**src/rtl/multiword_add_sequencer_pkg.sv**
```systemverilog
// Shared types and constants for the multi-word add sequencer.
package mwadd_pkg;

    localparam int WORD_W = 16;

    typedef enum logic [1:0] {
        IDLE = 2'd0,
        RUN  = 2'd1,
        DONE = 2'd2
    } mwadd_state_t;

    // Slice index width: ceil(log2(words)), never narrower than one bit.
    function automatic int idx_width(input int words);
        idx_width = (words > 1) ? $clog2(words) : 1;
    endfunction

endpackage

```
**src/rtl/multiword_add_sequencer_adder.sv**
```systemverilog
// Adder16Bit: 16-bit carry-select adder (8-bit ripple low half, upper half
// precomputed for both carry values and selected by the low-half carry).
module Adder16Bit (
    input  logic [15:0] x,
    input  logic [15:0] y,
    input  logic        Cin,
    output logic [15:0] Sum,
    output logic        Cout
);

    logic [8:0] lo_s;
    logic [8:0] hi0_s;
    logic [8:0] hi1_s;

    // Low half ripple plus both speculative upper halves, then select.
    always_comb begin
        lo_s  = {1'b0, x[7:0]} + {1'b0, y[7:0]} + {8'd0, Cin};
        hi0_s = {1'b0, x[15:8]} + {1'b0, y[15:8]};
        hi1_s = {1'b0, x[15:8]} + {1'b0, y[15:8]} + 9'd1;
        if (lo_s[8]) begin
            Sum  = {hi1_s[7:0], lo_s[7:0]};
            Cout = hi1_s[8];
        end else begin
            Sum  = {hi0_s[7:0], lo_s[7:0]};
            Cout = hi0_s[8];
        end
    end

endmodule

```
**src/rtl/multiword_add_sequencer.sv**
```systemverilog
// Serial multi-precision adder: one 16-bit slice per cycle through Adder16Bit.
// Optional subtract path enabled by defining MWADD_SUB_EN.
module multiword_add_sequencer
    import mwadd_pkg::*;
#(
    parameter int WORDS = 4
) (
    input  logic                  clk,
    input  logic                  rst_n,
    input  logic                  in_valid,
    output logic                  in_ready,
    input  logic [WORD_W*WORDS-1:0] a,
    input  logic [WORD_W*WORDS-1:0] b,
`ifdef MWADD_SUB_EN
    input  logic                  op_sub,
`endif
    input  logic                  cin,
    output logic                  out_valid,
    input  logic                  out_ready,
    output logic [WORD_W*WORDS-1:0] sum,
    output logic                  cout,
    output logic                  busy
);

    localparam int W     = WORD_W * WORDS;
    localparam int IDX_W = idx_width(WORDS);

    typedef logic [IDX_W-1:0] idx_t;

    mwadd_state_t      state_r;
    mwadd_state_t      state_s;
    logic [W-1:0]      a_r;
    logic [W-1:0]      b_r;
    logic              carry_r;
    idx_t              idx_r;
    logic [W-1:0]      sum_r;
    logic              cout_r;
    logic              out_valid_r;
    logic              in_ready_r;
    logic              busy_r;
    logic              op_sub_r;

    logic              accept_s;
    logic              last_s;
    logic              handshake_s;
    logic              cin_init_s;
    logic [WORD_W-1:0] x_s;
    logic [WORD_W-1:0] y_s;
    logic [WORD_W-1:0] add_sum_s;
    logic              add_cout_s;

    assign in_ready  = in_ready_r;
    assign out_valid = out_valid_r;
    assign sum       = sum_r;
    assign cout      = cout_r;
    assign busy      = busy_r;

    // Handshake qualifiers and the current slice position.
    always_comb begin
        accept_s    = (state_r == IDLE) && in_valid && in_ready_r;
        last_s      = (idx_r == idx_t'(WORDS - 1));
        handshake_s = out_valid_r && out_ready;
    end

    // Next-state logic.
    always_comb begin
        state_s = state_r;
        case (state_r)
            IDLE: begin
                if (accept_s) state_s = RUN;
                else          state_s = IDLE;
            end
            RUN: begin
                if (last_s) state_s = DONE;
                else        state_s = RUN;
            end
            DONE: begin
                if (handshake_s) state_s = IDLE;
                else             state_s = DONE;
            end
            default: state_s = IDLE;
        endcase
    end

    // State register.
    always_ff @(posedge clk or negedge rst_n) begin
        if (!rst_n) state_r <= IDLE;
        else        state_r <= state_s;
    end

`ifdef MWADD_SUB_EN
    // Subtract runs as a + ~b + ~cin, so cin behaves as a borrow-in.
    always_comb begin
        x_s        = a_r[WORD_W*idx_r +: WORD_W];
        y_s        = b_r[WORD_W*idx_r +: WORD_W] ^ {WORD_W{op_sub_r}};
        cin_init_s = cin ^ op_sub;
    end
`else
    // Adder operands come straight from the captured registers.
    always_comb begin
        x_s        = a_r[WORD_W*idx_r +: WORD_W];
        y_s        = b_r[WORD_W*idx_r +: WORD_W];
        cin_init_s = cin;
    end
`endif

    Adder16Bit u_adder (
        .x    (x_s),
        .y    (y_s),
        .Cin  (carry_r),
        .Sum  (add_sum_s),
        .Cout (add_cout_s)
    );

    // Operand capture, slice accumulation and result handshake.
    always_ff @(posedge clk or negedge rst_n) begin
        if (!rst_n) begin
            a_r         <= {W{1'b0}};
            b_r         <= {W{1'b0}};
            carry_r     <= 1'b0;
            idx_r       <= idx_t'(0);
            sum_r       <= {W{1'b0}};
            cout_r      <= 1'b0;
            out_valid_r <= 1'b0;
            op_sub_r    <= 1'b0;
        end else begin
            case (state_r)
                IDLE: begin
                    if (accept_s) begin
                        a_r     <= a;
                        b_r     <= b;
                        carry_r <= cin_init_s;
                        idx_r   <= idx_t'(0);
`ifdef MWADD_SUB_EN
                        op_sub_r <= op_sub;
`else
                        op_sub_r <= 1'b0;
`endif
                    end
                end
                RUN: begin
                    sum_r[WORD_W*idx_r +: WORD_W] <= add_sum_s;
                    carry_r                       <= add_cout_s;
                    if (last_s) begin
                        // Final carry is inverted to a borrow when subtracting.
                        cout_r      <= add_cout_s ^ op_sub_r;
                        out_valid_r <= 1'b1;
                        idx_r       <= idx_t'(0);
                    end else begin
                        idx_r <= idx_r + idx_t'(1);
                    end
                end
                DONE: begin
                    if (handshake_s) out_valid_r <= 1'b0;
                end
                default: out_valid_r <= 1'b0;
            endcase
        end
    end

    // Status flags registered from the next state so they align with it.
    always_ff @(posedge clk or negedge rst_n) begin
        if (!rst_n) begin
            in_ready_r <= 1'b1;
            busy_r     <= 1'b0;
        end else begin
            in_ready_r <= (state_s == IDLE);
            busy_r     <= (state_s != IDLE);
        end
    end

endmodule

```
**config.mk**
```make
export PLATFORM = sky130hd
export DESIGN_NAME = multiword_add_sequencer
export DESIGN_NICKNAME = d
export VERILOG_FILES = /design/src/rtl/multiword_add_sequencer_pkg.sv /design/src/rtl/multiword_add_sequencer_adder.sv /design/src/rtl/multiword_add_sequencer.sv
export SDC_FILE = /design/constraint.sdc
export NUM_CORES = 1
export LEC_CHECK = 0
export ABC_AREA = 0
export BUFFER_PORTS_ARGS = -buffer_cell sky130_fd_sc_hd__buf_2
export CAP_MARGIN = 40
export CORE_MARGIN = 2
export CORE_UTILIZATION = 55
export CTS_BUF_LIST = sky130_fd_sc_hd__clkbuf_2
export DETAILED_ROUTE_END_ITERATION = 7
export PLACE_DENSITY = 0.85
export SYNTH_ARGS = -nofsm -noshare
export SYNTH_HDL_FRONTEND = slang
export SYNTH_HIERARCHICAL = 1
export SYNTH_SLANG_ARGS = --single-unit
```
**constraint.sdc**
```tcl
create_clock -name clk -period 4.35 [get_ports clk]
set_input_delay 0.2175 -clock clk [delete_from_list [all_inputs] [get_ports clk]]
set_output_delay 0.2175 -clock clk [all_outputs]
set_load 0.02 [all_outputs]
```
# After elaboration in Yosys (flattened, before gate mapping)
# Cells that the tools add are included.
# word_totals
reg_bits,201
in_bits,133
wordCells,53
# op_classes
addsub,6
eq_ne,6
n_shift,4
mux,15
bitwise_logic,1
reduce_logical,11
# op_table
operator,n
indexed part select 64 x 7 -> 16 bit,2
bitwise mux 64 bit,1
variable shift 16 x 34 -> 64 bit (first input constant),1
indexed part select 16 x 34 -> 64 bit,1
negation 6 -> 34 bit,1
adder 8 x 8 -> 9 bit,2
two-way mux 16 bit,1
adder 9 x 1 -> 9 bit,1
adder 9 x 1 -> 9 bit (second input constant),1
two-way mux 2 bit,4
inequality test 2 bit (second input constant),3
one-hot mux 2 bit (3 select lines),1
AND reduction 2 bit,3
two-way mux 1 bit,5
equality test 2 bit (second input constant),2
logical NOT 2 bit,2
one-hot mux 2 bit (2 select lines),1
nonzero test 2 bit,2
logical AND 1 bit,3
one-hot mux 1 bit (3 select lines),1
AND reduction 3 bit,1
adder 2 x 1 -> 2 bit (second input constant),1
equality test 2 x 1 -> 1 bit (second input constant),1
one-hot mux 1 bit (2 select lines),1
NOT 1 bit,1

# Depth between registers and ports, before layout
# Gate-level depths: netlist of the first run.
# depth
ltp_word,6
mapped_depth,14
mapped_depth_nobuf,12

# Cells and area by module
# The synthesis of the first run kept the hierarchy.
# by_module_without_submodules
mod,instances,cells_each,area_per_inst_um2,seq_area_each_um2
multiword_add_sequencer,1,772,8399.3,5031.1
Adder16Bit,1,101,810.8,0.0

# Worst setup path before layout of the first run
# Ideal clock, no wire load.
# synth_timing
kind,flip-flop to flip-flop
startpoint,register idx_r[0]
endpoint,register carry_r
setup_ps,126
arrival_ps,3284
slack_ps,940
stages_incl_launch_ff,13
n_path_buf,2
synth_period_minus_slack_ps,3410
cell_sequence,dfrtp_1 -> buf_4 -> buf_4 -> mux4_2 -> ha_1 -> fa_1 -> and3_2 -> nor2_1 -> xnor2_1 -> nand4b_1 -> nor4_2 -> xnor2_1 -> a221o_1
# synth_between
elab_chain_cells,5
elab_cells_between_ends,8
cone_classes,add/sub: 4; shift: 2; mux: 2
# synth_lines
item,line,rtl
start: declaration,multiword_add_sequencer.sv:35,idx_t idx_r;
start signal: assignment,multiword_add_sequencer.sv:121,idx_r <= idx_t'(0);
start signal: assignment,multiword_add_sequencer.sv:133,idx_r <= idx_t'(0);
start signal: assignment,multiword_add_sequencer.sv:148,idx_r <= idx_t'(0);
indexed part select 64 x 7 -> 16 bit (*),multiword_add_sequencer.sv:102,y_s = b_r[WORD_W*idx_r +: WORD_W];
named net y_s[8],multiword_add_sequencer.sv:48,logic [WORD_W-1:0] y_s;
adder 8 x 8 -> 9 bit (*),"multiword_add_sequencer_adder.sv:18, multiword_add_sequencer_adder.sv:19",
adder 9 x 1 -> 9 bit,multiword_add_sequencer_adder.sv:19,"hi1_s = {1'b0, x[15:8]} + {1'b0, y[15:8]} + 9'd1;"
two-way mux 1 bit (*),multiword_add_sequencer_adder.sv:20,if (lo_s[8]) begin
named net add_cout_s,multiword_add_sequencer.sv:50,logic add_cout_s;
one-hot mux 1 bit (2 select lines) (*),multiword_add_sequencer.sv:127,case (state_r)
end signal: assignment,multiword_add_sequencer.sv:132,carry_r <= cin_init_s;
end signal: assignment,multiword_add_sequencer.sv:143,carry_r <= add_cout_s;
end: declaration,multiword_add_sequencer.sv:34,logic carry_r;
# The timed path passes the listed nets; every way through them passes the cells marked *.
# A chain may end at the register's enable or synchronous reset.

# Worst setup path in the final report of the first run
# layout_timing
startpoint,register idx_r[1]
endpoint,register carry_r
# layout_between
elab_chain_cells,5
elab_cells_between_ends,8
cone_classes,add/sub: 4; shift: 2; mux: 2
# layout_lines
item,line,rtl
indexed part select 64 x 7 -> 16 bit,multiword_add_sequencer.sv:102,
named net y_s[0],multiword_add_sequencer.sv:48,
adder 8 x 8 -> 9 bit,multiword_add_sequencer_adder.sv:17,"lo_s = {1'b0, x[7:0]} + {1'b0, y[7:0]} + {8'd0, Cin};"
adder 9 x 1 -> 9 bit,multiword_add_sequencer_adder.sv:17,
two-way mux 1 bit,multiword_add_sequencer_adder.sv:20,
named net add_cout_s,multiword_add_sequencer.sv:50,
one-hot mux 1 bit (2 select lines),multiword_add_sequencer.sv:127,
# The timed path passes the listed nets, and every way through them passes these cells.

==> flow_metrics.env, run 1 <==
export IMPL_die_x_um=133
export IMPL_h_tree_depth=2
export IMPL_worstMarginPinSlew_ns=0.868
export IMPL_overflow=0
export IMPL_maxCapViolCount=0
export IMPL_num_fill_cells=1065
export IMPL_worstSkewPairLatency_ns=0.89
export IMPL_arrival_ns=4.84
export IMPL_tritoncts="built"
export IMPL_rsz0062_at_grt="no"
export IMPL_gp_congestion=0.870
export IMPL_io_buffer_count=200
export IMPL_ys_flop_type="dfrtp_1"
export IMPL_drt_wirelength_per_cell_um=19.5
export IMPL_p_switching_mw=4.59
export IMPL_root_buffer="clkbuf_2"
export IMPL_p_clk_share_pct=13.0
export IMPL_cts_num_sinks=201
export IMPL_synthTopCellsByArea="dfrtp_1 54%, nand2_1 16%, mux4_2 7.8%"
export IMPL_num_io_pins=201
export IMPL_syn_area_sq_um=9210
export IMPL_reg2reg_from="idx_r[1]$_DFFE_PN0P_"
export IMPL_die_area_sq_um=17800
export IMPL_power_density_nw_per_um2=806
export IMPL_synth_area_leader_cell="dfrtp_1"
export IMPL_syn_avg_cell_area_sq_um=10.5
export IMPL_syn_to_final_growth_pct=33.1
export IMPL_final_cells=1485
export IMPL_core_area_sq_um=16500
export IMPL_layout_nets=1388
export IMPL_hold_class="in -> reg"
export IMPL_num_rows=47
export IMPL_drtIter0Drc=725
export IMPL_via_per_inst=5.62
export IMPL_num_vias=8341
export IMPL_postSynthNetCount=1031
export IMPL_pwr_share_seq_pct=33.1
export IMPL_power_share_switching_pct=46.4
export IMPL_synth_cell_types=49
export IMPL_status="finished, final reports clean"
export IMPL_drv_slew=0
export IMPL_async_flop_share_pct=100
export IMPL_first_global_vias=8714
export IMPL_dieHeight_um=133
export IMPL_hold_violations=0
export IMPL_hp_start="b[32]"
export IMPL_leakagePower_nw=6.52
export IMPL_grt_start_max_net_pins=84
export IMPL_dpl_cell_count=1258
export IMPL_finalCriticalPeriod_ns=4.16
export IMPL_synth_edf_count=0
export IMPL_clock_path_buffers=3
export IMPL_slew_headroom_pct=42.1
export IMPL_pwr_share_comb_pct=53.9
export IMPL_reg2reg_slack_ns=0.19
export IMPL_ant_nets=0
export IMPL_grt_pass1_wl_um=45500
export IMPL_synth_top_area_share_pct=54.3
export IMPL_end_kind="flip-flop"
export IMPL_clk_transition_reported_paths_ns=0.18
export IMPL_crit_fanout=27
export IMPL_dp_hpwl_um=16900
export IMPL_synthCells=873
export IMPL_yosysSeqAreaShare_pct=54.6
export IMPL_required_ns=5.03
export IMPL_crit_type="reg -> reg"
export IMPL_drc=0
export IMPL_routed_wl_um=28900
export IMPL_fin_setup_tns_ns=0
export IMPL_antenna_found_initial=2
export IMPL_cts_made_buffers=50
export IMPL_cp_start_kind="flip-flop"
export IMPL_drt_first_pass_iters=5
export IMPL_startpoint="idx_r[1]$_DFFE_PN0P_"
export IMPL_fmax_mhz=241
export IMPL_start_util_pct=55.9
export IMPL_internal_power_mw=5.30
export IMPL_drive_above_1_share_pct=29.8
export IMPL_yosysWarnings=6
export IMPL_setup_violations=0
export IMPL_min_period_over_period_pct=95.5
export IMPL_skew_ns=0.131
export IMPL_peakVddDrop_v=0.000413
export IMPL_track_usage_pct=33.4
export IMPL_ys_seq_elements=201
metrics by stage:
stage	power (mW)	hold slack, ns	setup WS (ns)	util (%)	cell area [sq um]
2_1_floorplan	6.84	-0.0781	0.940	-	9210
3_3_place_gp	8.04	0.409	0.698	62.7	10300
3_5_place_dp	8.29	0.155	0.610	63.2	10400
4_1_cts	9.71	0.0478	0.0516	74.4	12300
5_1_grt	10.5	0.0661	0.00972	74.5	12300
6_report	9.89	0.0395	0.194	74.5	12300
per-layer routing:
metal / vias to the layer above / track usage [%] / wire [um]
met5: - / 0 / 0
met3: 155 / 7.38 / 2390
li1: 3677 / - / -
met4: 0 / 21.4 / 1880
met1: 3988 / 40.3 / 10600
met2: 521 / 54.6 / 14000
cells in the mapped netlist (4+ instances only):
master / number
buf_6: 4
a22o_1: 34
xnor2_1: 11
a21oi_1: 9
buf_2: 27
nand2_1: 400
dfrtp_1: 200
o21ai_0: 6
ha_1: 22
buf_4: 6
nand2b_1: 4
nand4_1: 4
xor2_1: 5
nor2_1: 10
inv_1: 12
a22o_2: 30
clkbuf_1: 11
mux4_2: 32
worst max-delay path: stages, from the launching register on:
cell and delay, ns:
dfrtp_2 0.81, mux4_2 0.32, inv_1 0.06, fa_1 0.47, inv_1 0.10, fa_1 0.21, a21o_1 0.13, a21oi_1 0.11
o21ai_2 0.33, nand3_1 0.17, nor4_2 0.33, xnor2_1 0.13, a221o_1 0.31, dlygate4sd3_1 0.55
power groups by stage:
stage | Combinational (mW) | Sequential [mW] | Clock [mW]
final | 5.33 | 3.27 | 1.29
after global routing | 5.78 | 3.36 | 1.41
after CTS | 5.18 | 3.24 | 1.29
after detailed placement | 5.01 | 3.27 | 0
after global placement | 4.79 | 3.24 | 0
after floorplan | 3.56 | 3.28 | 0
registers in the layout (all words and copies together) (netlist names):
signal     count
a_r           64
b_r           64
busy           1
carry_r        1
cout           1
idx_r          2
in_ready       1
out_valid      1
state_r        2
sum           64
area by class of cell:
| cell class | instances | area [sq um] | share of cell area (%) |
|---|---|---|---|
| Timing Repair Buffer | 353 | 2570 | 21.0 |
| Clock inverter | 11 | 68.8 | 0.561 |
| Antenna cell | 2 | 5.00 | 0.0408 |
| Tap cell | 220 | 275 | 2.24 |
| Inverter | 12 | 45.0 | 0.367 |
| Multi-Input combinational cell | 612 | 3890 | 31.7 |
| Sequential cell | 201 | 5040 | 41.1 |
| Clock buffer | 74 | 370 | 3.02 |
path summary, 6_finish.rpt:
path / to / depth (start not counted)
worst min register to register: a_r[50]$_DFFE_PN0P_ / 2
max in group asynchronous: sum[21]$_DFFE_PN0P_ / 5
worst min-delay path: b_r[32]$_DFFE_PN0P_ / 4
worst max register to register: carry_r$_DFFE_PN0P_ / 13
worst max-delay path: carry_r$_DFFE_PN0P_ / 13
min in group asynchronous: b_r[32]$_DFFE_PN0P_ / 4
cells in the final DEF (no fill, tap or decap), types with 4 or more instances in the layout:
master         count
nand2b_1           4
a21oi_1            9
dfrtp_1          198
clkinv_1           7
nor2_1            10
xnor2_1           11
mux4_2            32
nand4_1            4
xor2_1             5
buf_2            199
inv_1             12
ha_1              22
nand2_1          400
clkbuf_2          74
a22o_2            30
dlygate4sd3_1    139
a22o_1            34
o21ai_0            6
buf_4              7
cells by family (layout without fill, tap and decap cells):
family / after synthesis / in the layout / share of synthesized area, %
AOI/OAI and AO/OA: 97 / 97 / 9.05
DFF: 201 / 201 / 54.6
xor gates and xnor gates: 17 / 17 / 1.70
other: 0 / 2 / 0
and+or+nand+nor: 439 / 439 / 19.5
adders and majority gates: 25 / 25 / 3.64
muxes: 34 / 34 / 8.07
buffers and inverters: 60 / 450 / 3.38
timing repair:
action,4_1_cts,5_1_grt
hold endpoints to repair,252,0
resized for setup,0,1
setup endpoints to repair,0,1
hold buffers,140,0
setup buffers,0,0
Note: power is estimated with default switching activity, not from simulation.
==> run 2, diff against run 1 <==
--- a/config.mk
+++ b/config.mk
@@ -10,7 +10,6 @@
 export CAP_MARGIN = 40
 export CORE_MARGIN = 2
 export CORE_UTILIZATION = 55
-export CTS_BUF_LIST = sky130_fd_sc_hd__clkbuf_2
 export DETAILED_ROUTE_END_ITERATION = 7
 export PLACE_DENSITY = 0.85
 export SYNTH_ARGS = -nofsm -noshare
==> run 2 against run 1 <==
Via count is 0.68% lower. Final cell count is 4.2% lower. Die area stayed put. Fmax is 8.2% higher. Sequential cell count stayed put. Register-to-register slack better by 0.31 ns. Clock power is 40% higher. Wire length is 3.0% higher. Highest routed layer unchanged.
==> flow_metrics.env, run 2 (synthesis results as in run 1) <==
export IMPL_status="finished, final reports clean"
export IMPL_io_buffer_count=200
export IMPL_h_tree_depth=1
export IMPL_routed_wl_um=29800
export IMPL_utilization_pct=75.2
export IMPL_min_delay_path_depth=3
export IMPL_slew_headroom_pct=41.5
export IMPL_clock_path_buffers=3
export IMPL_hold_violations=0
export IMPL_track_usage_pct=34.3
export IMPL_end_kind="flip-flop"
export IMPL_required_ns=4.79
export IMPL_maxCapViolCount=0
export IMPL_num_vias=8284
export IMPL_clk_transition_reported_paths_ns=0.06
export IMPL_drive_above_1_share_pct=27.3
export IMPL_startpoint="idx_r[0]$_DFFE_PN0P_"
export IMPL_overflow=0
export IMPL_grt_pass1_wl_um=46700
export IMPL_first_global_vias=8506
export IMPL_final_cells=1423
export IMPL_die_area_sq_um=17800
export IMPL_num_fill_cells=1025
export IMPL_cts_resized=0
export IMPL_cp_top_family="compound AO/OA/AOI/OAI gates"
export IMPL_crit_type="reg -> reg"
export IMPL_peakVddDrop_v=0.000439
export IMPL_fin_setup_tns_ns=0
export IMPL_rsz0062_at_grt="no"
export IMPL_layout_nets=1349
export IMPL_leakagePower_nw=6.44
export IMPL_power_density_nw_per_um2=848
export IMPL_dieHeight_um=133
export IMPL_multiInputGateArea_sq_um=3890
export IMPL_via_per_inst=5.82
export IMPL_layout_common_cells="400 x nand2_1, 199 x buf_2, 198 x dfrtp_1"
export IMPL_num_io_pins=201
export IMPL_finalCriticalPeriod_ns=3.84
export IMPL_hp_start="a[61]"
export IMPL_diodes=0
export IMPL_critical_path_depth=12
export IMPL_drt_wirelength_per_cell_um=20.9
export IMPL_die_x_um=133
export IMPL_setup_violations=0
export IMPL_skew_ns=0.0177
export IMPL_antenna_found_initial=0
export IMPL_drt_first_pass_iters=5
export IMPL_drv_slew=0
export IMPL_critPathSlowestCell="dfrtp_2"
export IMPL_worstSkewPairLatency_ns=0.51
export IMPL_fmax_mhz=260
export IMPL_ant_nets=0
export IMPL_worst_path_buf_inv=2
export IMPL_cts_made_buffers=21
export IMPL_reg2regPathDepth=12
export IMPL_layout_commonest_cell="nand2_1"
export IMPL_fin_hold_ws_ns=0.0111
export IMPL_gp_congestion=0.870
export IMPL_reg2reg_from="idx_r[0]$_DFFE_PN0P_"
export IMPL_cp_start_kind="flip-flop"
export IMPL_hold_class="in -> reg"
export IMPL_seq_area_sq_um=5030
export IMPL_dpl_cell_count=1258
export IMPL_syn_to_final_growth_pct=34.5
export IMPL_slowest_delay_ns=0.85
export IMPL_drtIter0Drc=702
export IMPL_crit_fanout=23
export IMPL_worstMarginPinSlew_ns=0.877
export IMPL_start_util_pct=55.9
export IMPL_cts_num_sinks=201
export IMPL_num_rows=47
export IMPL_grt_start_max_net_pins=84
export IMPL_arrival_ns=4.28
export IMPL_drc=0
export IMPL_cp_cell_sequence="mux4_2 -> inv_1 -> fa_1 -> inv_1 -> fa_1 -> a21o_1 -> a21oi_1 -> o21ai_2 -> nand4_1 -> nor2_1 -> xnor2_1 -> a22o_2"
export IMPL_min_period_over_period_pct=88.3
export IMPL_root_buffer="clkbuf_16"
export IMPL_tritoncts="built"
export IMPL_core_area_sq_um=16500
export IMPL_dp_hpwl_um=16900
[run 2: routing by layer]
metal	track usage [%]	share of wire, %	vias to the layer above	wire length, um
li1	-	-	3563	-
met1	43.7	37	4039	11100
met2	55.8	47	529	14100
met3	5.29	8.1	153	2410
met4	21.3	7.2	0	2130
met5	0	0	-	0
[run 2: worst paths after layout]
check,slack (ns),to
min reg2reg,0.47,a_r[63]$_DFFE_PN0P_
max reg2reg,0.51,sum[13]$_DFFE_PN0P_
min in group asynchronous,0.19,b_r[32]$_DFFE_PN0P_
max,0.51,sum[13]$_DFFE_PN0P_
max in group asynchronous,2.84,sum[22]$_DFFE_PN0P_
min,0.01,a_r[61]$_DFFE_PN0P_
[run 2: where the power goes]
part / switching, mW / total [mW] / internal, mW
Combinational: 3.30 / 5.39 / 2.09
Clock: 0.757 / 1.81 / 1.06
Sequential: 0.629 / 3.30 / 2.67
Total: 4.69 / 10.5 / 5.82
[run 2: per-stage QoR]
stage          worst slack, ns  total power [mW]  cell area (sq um)
3_5_place_dp             0.610              8.29              10400
4_1_cts                  0.583              10.2              12400
5_1_grt                  0.270              11.1              12400
3_3_place_gp             0.698              8.04              10300
6_report                 0.509              10.5              12400
2_1_floorplan            0.940              6.84               9210
[run 2: worst min-delay path, cell delays in order]
cell and delay [ns]:
buf_2 0.08, nand2_1 0.10, nand2_1 0.08
[run 2: layout make-up]
type                            count  share of cell area [%]
Clock buffer                       28                    4.70
Tap cell                          220                    2.22
Sequential cell                   201                    40.6
Clock inverter                      7                   0.778
Timing Repair Buffer              343                    19.9
Inverter                           12                   0.364
Multi-Input combinational cell    612                    31.4
[run 2: what timing repair did]
| item | CTS | global route |
|---|---|---|
| endpoints found under the hold margin | 166 | 0 |
| buffers inserted | 0 | 0 |
| setup endpoints to repair | 0 | 0 |
| hold buffers | 130 | 0 |
==> run 3, diff against run 2 <==
--- a/config.mk
+++ b/config.mk
@@ -14,5 +14,4 @@
 export PLACE_DENSITY = 0.85
 export SYNTH_ARGS = -nofsm -noshare
 export SYNTH_HDL_FRONTEND = slang
-export SYNTH_HIERARCHICAL = 1
 export SYNTH_SLANG_ARGS = --single-unit
==> run 3 against run 2 <==
Global-route usage down 0.22 points. Sequential share of layout area barely moved. Worst hold slack better by 0.018 ns. Final cell count grew 5.0%. Critical path depth stayed put. Combinational power grew 4%. Synthesized cell count is 8.0% higher. Fmax is 2.1% higher. Via count increased by 3.7%.
==> flow_metrics.env, run 3 <==
export IMPL_synth_most_common_cell="nand2_1"
export IMPL_leakagePower_nw=6.44
export IMPL_pre_cts_ws_ns=0.641
export IMPL_syn_to_final_growth_pct=34.7
export IMPL_wl_met1_um=11200
export IMPL_dp_hpwl_um=16900
export IMPL_syn_area_sq_um=9200
export IMPL_fmax_mhz=266
export IMPL_skew_ns=0.0195
export IMPL_hold_violations=0
export IMPL_layout_common_cells="443 x nand2_1, 199 x buf_2, 198 x dfrtp_1"
export IMPL_hold_class="in -> reg"
export IMPL_root_buffer="clkbuf_16"
export IMPL_worstSkewPairLatency_ns=0.50
export IMPL_synth_top_area_share_pct=54.4
export IMPL_ys_flop_type="dfrtp_1"
export IMPL_dpl_cell_count=1330
export IMPL_synthTopCellsByArea="dfrtp_1 54%, nand2_1 18%, mux4_2 7.8%"
export IMPL_slew_headroom_pct=33.8
export IMPL_core_area_sq_um=16500
export IMPL_fin_setup_tns_ns=0
export IMPL_arrival_ns=4.12
export IMPL_grt_start_max_net_pins=93
export IMPL_cts_resized=0
export IMPL_rr_endpoint="carry_r$_DFFE_PN0P_"
export IMPL_final_cells=1494
export IMPL_crit_fanout=17
export IMPL_utilization_pct=75.2
export IMPL_layout_setup_ws_ns=0.589
export IMPL_ys_seq_elements=201
export IMPL_antenna_found_initial=3
export IMPL_clk_transition_reported_paths_ns=0.06
export IMPL_grt_pass1_wl_um=46900
export IMPL_rsz0062_at_grt="no"
export IMPL_topRoutingLayerUsed="met4"
export IMPL_num_rows=47
export IMPL_ant_nets=0
export IMPL_reg2regPathDepth=12
export IMPL_stdcell_area_sq_um=12400
export IMPL_first_global_vias=8821
export IMPL_cts_num_sinks=201
export IMPL_holdPathEnd="carry_r$_DFFE_PN0P_"
export IMPL_cp_start_kind="flip-flop"
export IMPL_setup_violations=0
export IMPL_reg2reg_slack_ns=0.59
export IMPL_dieHeight_um=133
export IMPL_reg2reg_from="idx_r[0]$_DFFE_PN0P_"
export IMPL_routed_wl_um=29400
export IMPL_required_ns=4.71
export IMPL_synth_commonest_cells="443 x nand2_1, 200 x dfrtp_1, 41 x clkbuf_1"
export IMPL_num_fill_cells=1033
export IMPL_power_mw=10.5
export IMPL_hp_start="cin"
export IMPL_drive_above_1_share_pct=22.1
export IMPL_die_area_sq_um=17800
export IMPL_drtIter0Drc=1143
export IMPL_start_util_pct=55.9
export IMPL_layout_nets=1419
export IMPL_synthCells=943
export IMPL_h_tree_depth=1
export IMPL_min_delay_path_depth=5
export IMPL_drt_first_pass_iters=6
export IMPL_die_x_um=133
export IMPL_maxCapViolCount=0
export IMPL_power_density_nw_per_um2=848
export IMPL_dr_wl_met2_um=14400
export IMPL_layout_commonest_cell="nand2_1"
export IMPL_place_area_sq_um=10500
export IMPL_crit_type="reg -> reg"
export IMPL_cts_made_buffers=20
export IMPL_clock_path_buffers=3
export IMPL_gp_congestion=0.901
export IMPL_synth_edf_count=0
export IMPL_num_io_pins=201
export IMPL_end_kind="flip-flop"
export IMPL_drc=0
export IMPL_track_usage_pct=34.1
export IMPL_yosysSeqAreaShare_pct=54.7
export IMPL_via_per_inst=5.75
export IMPL_drv_slew=0
export IMPL_overflow=0
export IMPL_drt_wirelength_per_cell_um=19.7
export IMPL_min_period_over_period_pct=86.5
export IMPL_syn_avg_cell_area_sq_um=9.75
export IMPL_num_vias=8589
export IMPL_worstMarginPinSlew_ns=0.993
export IMPL_async_flop_share_pct=100
export IMPL_io_buffer_count=200
export IMPL_peakVddDrop_v=0.000429
export IMPL_synth_area_leader_cell="dfrtp_1"
export IMPL_tritoncts="built"
export IMPL_postSynthNetCount=1101
export IMPL_synth_cell_types=45
export IMPL_fin_hold_ws_ns=0.0289
export IMPL_route_met3_wl_um=2400
export IMPL_finalCriticalPeriod_ns=3.76
export IMPL_status="finished, final reports clean"
export IMPL_yosysWarnings=0
-- run 3: routing by layer --
layer	up-vias	global-route usage (%)
met5	-	0
met4	0	15.8
met3	124	5.67
met2	522	56.8
met1	4172	44.3
li1	3771	-
-- run 3: kinds of logic after synthesis --
| kind of cell | Yosys count | synth area share (%) |
|---|---|---|
| flops | 201 | 54.7 |
| fa+ha+maj | 25 | 3.65 |
| compound gates | 109 | 8.31 |
| xor+xnor | 15 | 1.43 |
| mux | 32 | 7.84 |
| simple gates | 501 | 21.6 |
| buf+inv | 60 | 2.50 |
-- run 3: worst max-delay path by stage --
stage,from,endpoint,cells past startpoint
after floorplan,idx_r[0]$_DFFE_PN0P_,carry_r$_DFFE_PN0P_,14
after global placement,idx_r[0]$_DFFE_PN0P_,carry_r$_DFFE_PN0P_,12
after detailed placement,idx_r[0]$_DFFE_PN0P_,carry_r$_DFFE_PN0P_,12
after CTS,idx_r[0]$_DFFE_PN0P_,carry_r$_DFFE_PN0P_,12
after global routing,idx_r[0]$_DFFE_PN0P_,cout$_DFFE_PN0P_,12
final,idx_r[0]$_DFFE_PN0P_,carry_r$_DFFE_PN0P_,12
-- run 3: timing repair --
item                      in CTS  in global routing
hold endpoints to repair     183                  0
hold buffers                 129                  0
setup buffers                  0                  0
-- run 3: layout make-up --
cell class	instances	area [sq um]	share of cell area, %
Timing Repair Buffer	342	2440	19.7
Antenna cell	3	7.51	0.0606
Clock inverter	2	10.0	0.0808
Inverter	14	52.6	0.424
Tap cell	220	275	2.22
Sequential cell	201	5030	40.6
Multi-Input combinational cell	682	3950	31.9
Clock buffer	30	609	4.92
-- run 3: power by group --
group          total [mW]  internal [mW]  switching (mW)
Combinational        5.58           2.09            3.49
Clock                1.67          0.960           0.712
Sequential           3.25           2.69           0.561
Total                10.5           5.74            4.76
-- run 3: worst max-delay path: stages, from the launching register on --
cell and delay, ns:
dfrtp_2 0.64, mux4_2 0.57, ha_1 0.25, inv_1 0.08, fa_1 0.42, inv_1 0.09, ha_1 0.23, nand4_1 0.12
or3_1 0.32, nand3_1 0.11, nand4_1 0.15, a2111oi_1 0.50, o31ai_1 0.14
